==> config.mk <==
export PLATFORM = sky130hd
export DESIGN_NAME = fetch_ctrl
export DESIGN_NICKNAME = d
export VERILOG_FILES = /design/src/rtl/fetch_pkg.sv /design/src/rtl/fetch_pc_sel.sv /design/src/rtl/fetch_ctrl.sv
export SDC_FILE = /design/constraint.sdc
export NUM_CORES = 1
export LEC_CHECK = 0
export BUFFER_PORTS_ARGS = -buffer_cell sky130_fd_sc_hd__buf_2
export CAP_MARGIN = 25
export CORE_MARGIN = 3
export CORE_UTILIZATION = 47
export DETAILED_ROUTE_END_ITERATION = 6
export PLACE_DENSITY = 0.78
export SYNTH_ARGS = -nofsm -noshare
export SYNTH_HDL_FRONTEND = slang
export SYNTH_HIERARCHICAL = 1
export SYNTH_SLANG_ARGS = --single-unit
==> constraint.sdc <==
create_clock -name clk -period 2.8 [get_ports clk]
set_clock_uncertainty 0.2 [all_clocks]
set_input_delay 0.84 -clock clk [delete_from_list [all_inputs] [get_ports clk]]
set_output_delay 0.84 -clock clk [all_outputs]
set_load 0.01 [all_outputs]
==> src/rtl/fetch_pkg.sv <==
// rtl/fetch_pkg.sv - shared state encoding and constants for the fetch sequencer
package fetch_pkg;

  typedef logic [1:0] fetch_state_t;

  localparam fetch_state_t S_IDLE  = 2'd0;
  localparam fetch_state_t S_FETCH = 2'd1;
  localparam fetch_state_t S_WAIT  = 2'd2;
  localparam fetch_state_t S_HOLD  = 2'd3;

  localparam logic [31:0] RESET_PC_DEFAULT = 32'h0000_3000;
  localparam int          PC_INC           = 4;

endpackage

==> src/rtl/fetch_pc_sel.sv <==
// rtl/fetch_pc_sel.sv - next-pc mux: redirect beats advance, hold freezes the pc
module fetch_pc_sel
  import fetch_pkg::*;
#(
  parameter int ADDR_W = 32
) (
  input  logic [ADDR_W-1:0] pc,
  input  logic              redirect,
  input  logic [ADDR_W-1:0] target,
  input  logic              advance,
  input  logic              hold,
  output logic [ADDR_W-1:0] next_pc,
  output logic              misalign
);

  always_comb begin
    next_pc = pc;
    if (redirect) begin
      next_pc = {target[ADDR_W-1:2], 2'b00};
    end else if (advance && !hold) begin
      next_pc = pc + ADDR_W'(PC_INC);
    end
  end

  assign misalign = redirect & (|target[1:0]);

endmodule

==> src/rtl/fetch_ctrl.sv <==
// rtl/fetch_ctrl.sv - single-outstanding instruction fetch sequencer with redirect and stale-kill
module fetch_ctrl
  import fetch_pkg::*;
#(
  parameter logic [31:0] RESET_PC = RESET_PC_DEFAULT,
  parameter int          ADDR_W   = 32
) (
  input  logic              clk,
  input  logic              rst,
  output logic              imem_req,
  output logic [ADDR_W-1:0] imem_addr,
  input  logic              imem_gnt,
  input  logic              imem_rvalid,
  input  logic [31:0]       imem_rdata,
  input  logic              redirect_valid,
  input  logic [ADDR_W-1:0] redirect_target,
  output logic              if_valid,
  output logic [ADDR_W-1:0] if_pc,
  output logic [31:0]       if_instr,
  input  logic              if_ready,
  output logic              misalign
);

  fetch_state_t      state;
  logic [ADDR_W-1:0] pc;
  logic [ADDR_W-1:0] req_pc;
  logic              kill;

  logic [ADDR_W-1:0] pc_next;
  logic              misalign_next;
  logic              advance;
  logic              hold;

  // Only a clean, unkilled response with no same-cycle redirect moves the pc forward.
  assign advance   = (state == S_WAIT) && imem_rvalid && !kill && !redirect_valid;
  assign hold      = (state == S_HOLD) && !if_ready;
  assign imem_req  = (state == S_FETCH);
  assign imem_addr = pc;

  fetch_pc_sel #(.ADDR_W(ADDR_W)) u_pc_sel (
    .pc       (pc),
    .redirect (redirect_valid),
    .target   (redirect_target),
    .advance  (advance),
    .hold     (hold),
    .next_pc  (pc_next),
    .misalign (misalign_next)
  );

  always_ff @(posedge clk or negedge rst) begin
    if (!rst) begin
      state    <= S_IDLE;
      pc       <= ADDR_W'(RESET_PC);
      req_pc   <= ADDR_W'(RESET_PC);
      kill     <= 1'b0;
      if_valid <= 1'b0;
      if_pc    <= ADDR_W'(RESET_PC);
      if_instr <= 32'h0;
      misalign <= 1'b0;
    end else begin
      pc       <= pc_next;
      misalign <= misalign_next;
      case (state)
        S_IDLE: state <= S_FETCH;
        S_FETCH: begin
          if (imem_gnt) begin
            req_pc <= pc;
            kill   <= redirect_valid;
            state  <= S_WAIT;
          end
        end
        S_WAIT: begin
          if (imem_rvalid) begin
            kill <= 1'b0;
            if (kill || redirect_valid) begin
              state <= S_FETCH;
            end else begin
              if_instr <= imem_rdata;
              if_pc    <= req_pc;
              if_valid <= 1'b1;
              state    <= S_HOLD;
            end
          end else if (redirect_valid) begin
            kill <= 1'b1;
          end
        end
        S_HOLD: begin
          if (redirect_valid || if_ready) begin
            if_valid <= 1'b0;
            state    <= S_FETCH;
          end
        end
        default: state <= S_IDLE;
      endcase
    end
  end

endmodule

==> qor.yml <==
routing:
  wl_per_cell_um: 16.6
  vias: 4304
  drtAntennaViolNets: 0
  drtIter0Drc: 297
  route.detailed.drc: 0
  via_per_inst: 5.33
  wirelength_um: 13400
  first_pass_iters: 4
setup_path:
  critPathMaxFanout: 10
  max_stage_delay_ps: 540
  cp.arrival_ps: 2730
  path_buf_inv: 1
  crit_required_ps: 2940
  cp_top_family: "simple AND/OR/NAND/NOR gates"
  cp_cell_sequence: "inv_1 > ha_1 > nand2_1 > nor3_2 > and4b_2 > nand4_2 > or4_1 > a31oi_1"
  cp-end-kind: "flip-flop"
  path_class: "flip-flop to flip-flop"
  cp-start-kind: "flip-flop"
  cpMaxStageDelayCell: "or4_1"
clocking:
  post_cts_buffers: 0
  htree_levels: 4
  hold_buffers: 0
  clock_sinks: 133
  clk_latency_ps: 420
  cts_resized: 0
  clkTransAtPathRegs_ps: 60
  ctsLongestPathBuffers: 2
  cts_made_buffers: 17
  cts_tree: "done"
  root_buffer: "clkbuf_16"
final_layout:
  utilization_pct: 62.3
  final_nets: 703
  instances_no_fill: 808
  most-common-layout-cells: "buf_2, dfrtp_1, mux2_2, nand2_1, nor2_1"
  drive_gt1_share_pct: 51.1
  diodes: 0
  nFillCells: 973
  syn_to_final_growth_pct: 28.8
  final_common_cell: "buf_2"
timing:
  max_freq_mhz: 386
  maxSlewHeadroom_pct: 63.3
  worst_pin_slew_ps: 551
  slew_violations: 0
  rsz0062_at_grt: "no"
  hold_viol: 0
  setup_violations: 0
  timing.final.crit_share_pct: 92.5
  period_needed_ps: 2590
  worst_slack_ps: 211
placement:
  dp.cells: 776
  port_buffers: 168
  hpwl_um: 9550
  place_ws_ps: -58.1
  routabilityCongestion: 0.764
run_status:
  status: "finished clean"
yosys:
  async_flop_share_pct: 100
  synth_ff_type: "dfrtp_1"
  synth_nets: 522
  yosysWarnings: 6
  synth_seq_cells: 133
  syn_avg_cell_area_um2: 13.1
  netlist_area_mm2: 0.00583
  netlist-cell-type-count: 52
  synth_edf_count: 0
  seq_area_frac_synth_pct: 57.2
  syn_inst: 446
global_routing:
  antenna_found_initial: 0
  grt_pass1_wl_um: 22200
  track_usage_pct: 20.3
  grt_pass1_vias: 4464
  grt_overflow: 0
  grt_start_max_net_pins: 60
floorplan:
  core_area_mm2: 0.0121
  die_w_um: 117
  dieArea_mm2: 0.0138
  die_y_um: 117
  ioPinCount: 169
  initial_core_util_pct: 48.4
  fp-row-count: 40
power_and_ir_drop:
  ir_drop_v: 0.000424
  powerDensity_mw_per_mm2: 975
  p_leak_nw: 3.56
  p_total_mw: 7.32
min_path:
  worstHoldPathType: "primary input to async pin"
run:
  drv_cap: 0
[worst paths after layout]
| check | slack, ps | endpoint | depth (start not counted) | start |
|---|---|---|---|---|
| worst min-delay path | 190 | if_instr[10] | 1 | rst |
| worst min register to register | 280 | if_instr[1] | 1 | if_instr[1] |
| min in group clk | 280 | if_instr[1] | 1 | if_instr[1] |
| max in group asynchronous | 1510 | if_instr[15] | 2 | rst |
| worst max-delay path | 210 | imem_addr[27] | 8 | state[0] |
| worst max register to register | 210 | imem_addr[27] | 8 | state[0] |
[cell type report]
type                       count  area, um2  share of cell area [%]
clock buffer                  19        443                    5.90
clock inverter                13        181                    2.42
inverter                       6       22.5                   0.300
multi-input combinational    284       2320                    30.9
sequential                   133       3340                    44.4
tap                          168        210                    2.80
timing repair buffer         185       1000                    13.3
[Yosys cell counts (all sizes together) (2+ instances only)]
library cell / instances / area share (%)
a21oi: 3 / 0.26
a31oi: 17 / 1.8
and2: 2 / 0.28
and3: 5 / 0.58
and4: 3 / 0.51
buf: 17 / 2.4
clkbuf: 6 / 0.39
dfrtp: 127 / 54
dfstp: 6 / 2.7
ha: 6 / 1.3
inv: 6 / 0.39
mux2: 97 / 19
mux2i: 2 / 0.34
nand2: 29 / 1.9
nand3: 10 / 0.86
nand4: 9 / 1.7
nor2: 20 / 1.3
nor2b: 6 / 0.64
nor3: 2 / 0.36
o211ai: 2 / 0.26
o21ai: 15 / 1.3
o31ai: 15 / 1.9
or3: 4 / 0.45
or4: 15 / 1.9
xnor2: 2 / 0.30
xor2: 7 / 1.1
[per-layer routing]
metal	share of wire, %	track usage [%]	vias to the layer above
li1	-	-	1987
met1	41	24.3	2138
met3	5.6	5.50	24
met5	0	0	-
met2	51	33.9	155
met4	2.3	9.75	0
[report_power, final]
| part | total [mW] | switching, mW | internal (mW) |
|---|---|---|---|
| clock | 2.32 | 0.808 | 1.51 |
| sequential | 3.06 | 0.403 | 2.66 |
| combinational | 1.95 | 0.908 | 1.04 |
[flip-flops by register name (all words and copies together) (netlist names)]
name	count
if_instr	32
if_pc	32
imem_addr	32
req_pc	32
state	2
if_valid	1
kill	1
misalign	1
[per-stage QoR]
step	hold slack (ps)	setup TNS (ps)	area (um2)
final	187	0	7510
after CTS	198	0	7500
after detailed placement	269	-93.6	6880
after global routing	210	0	7510
after floorplan	259	0	5830
after global placement	265	0	6880
[kinds of logic after synthesis]
group	count (synthesis)	synth area share (%)
and+or+nand+nor	111	11.4
DFF	133	57.2
muxes	99	19.1
buffers and inverters	29	3.18
adders and majority gates	6	1.29
AOI/OAI and AO/OA	59	6.54
xor gates and xnor gates	9	1.35
Note: power is estimated with default switching activity, not from simulation.
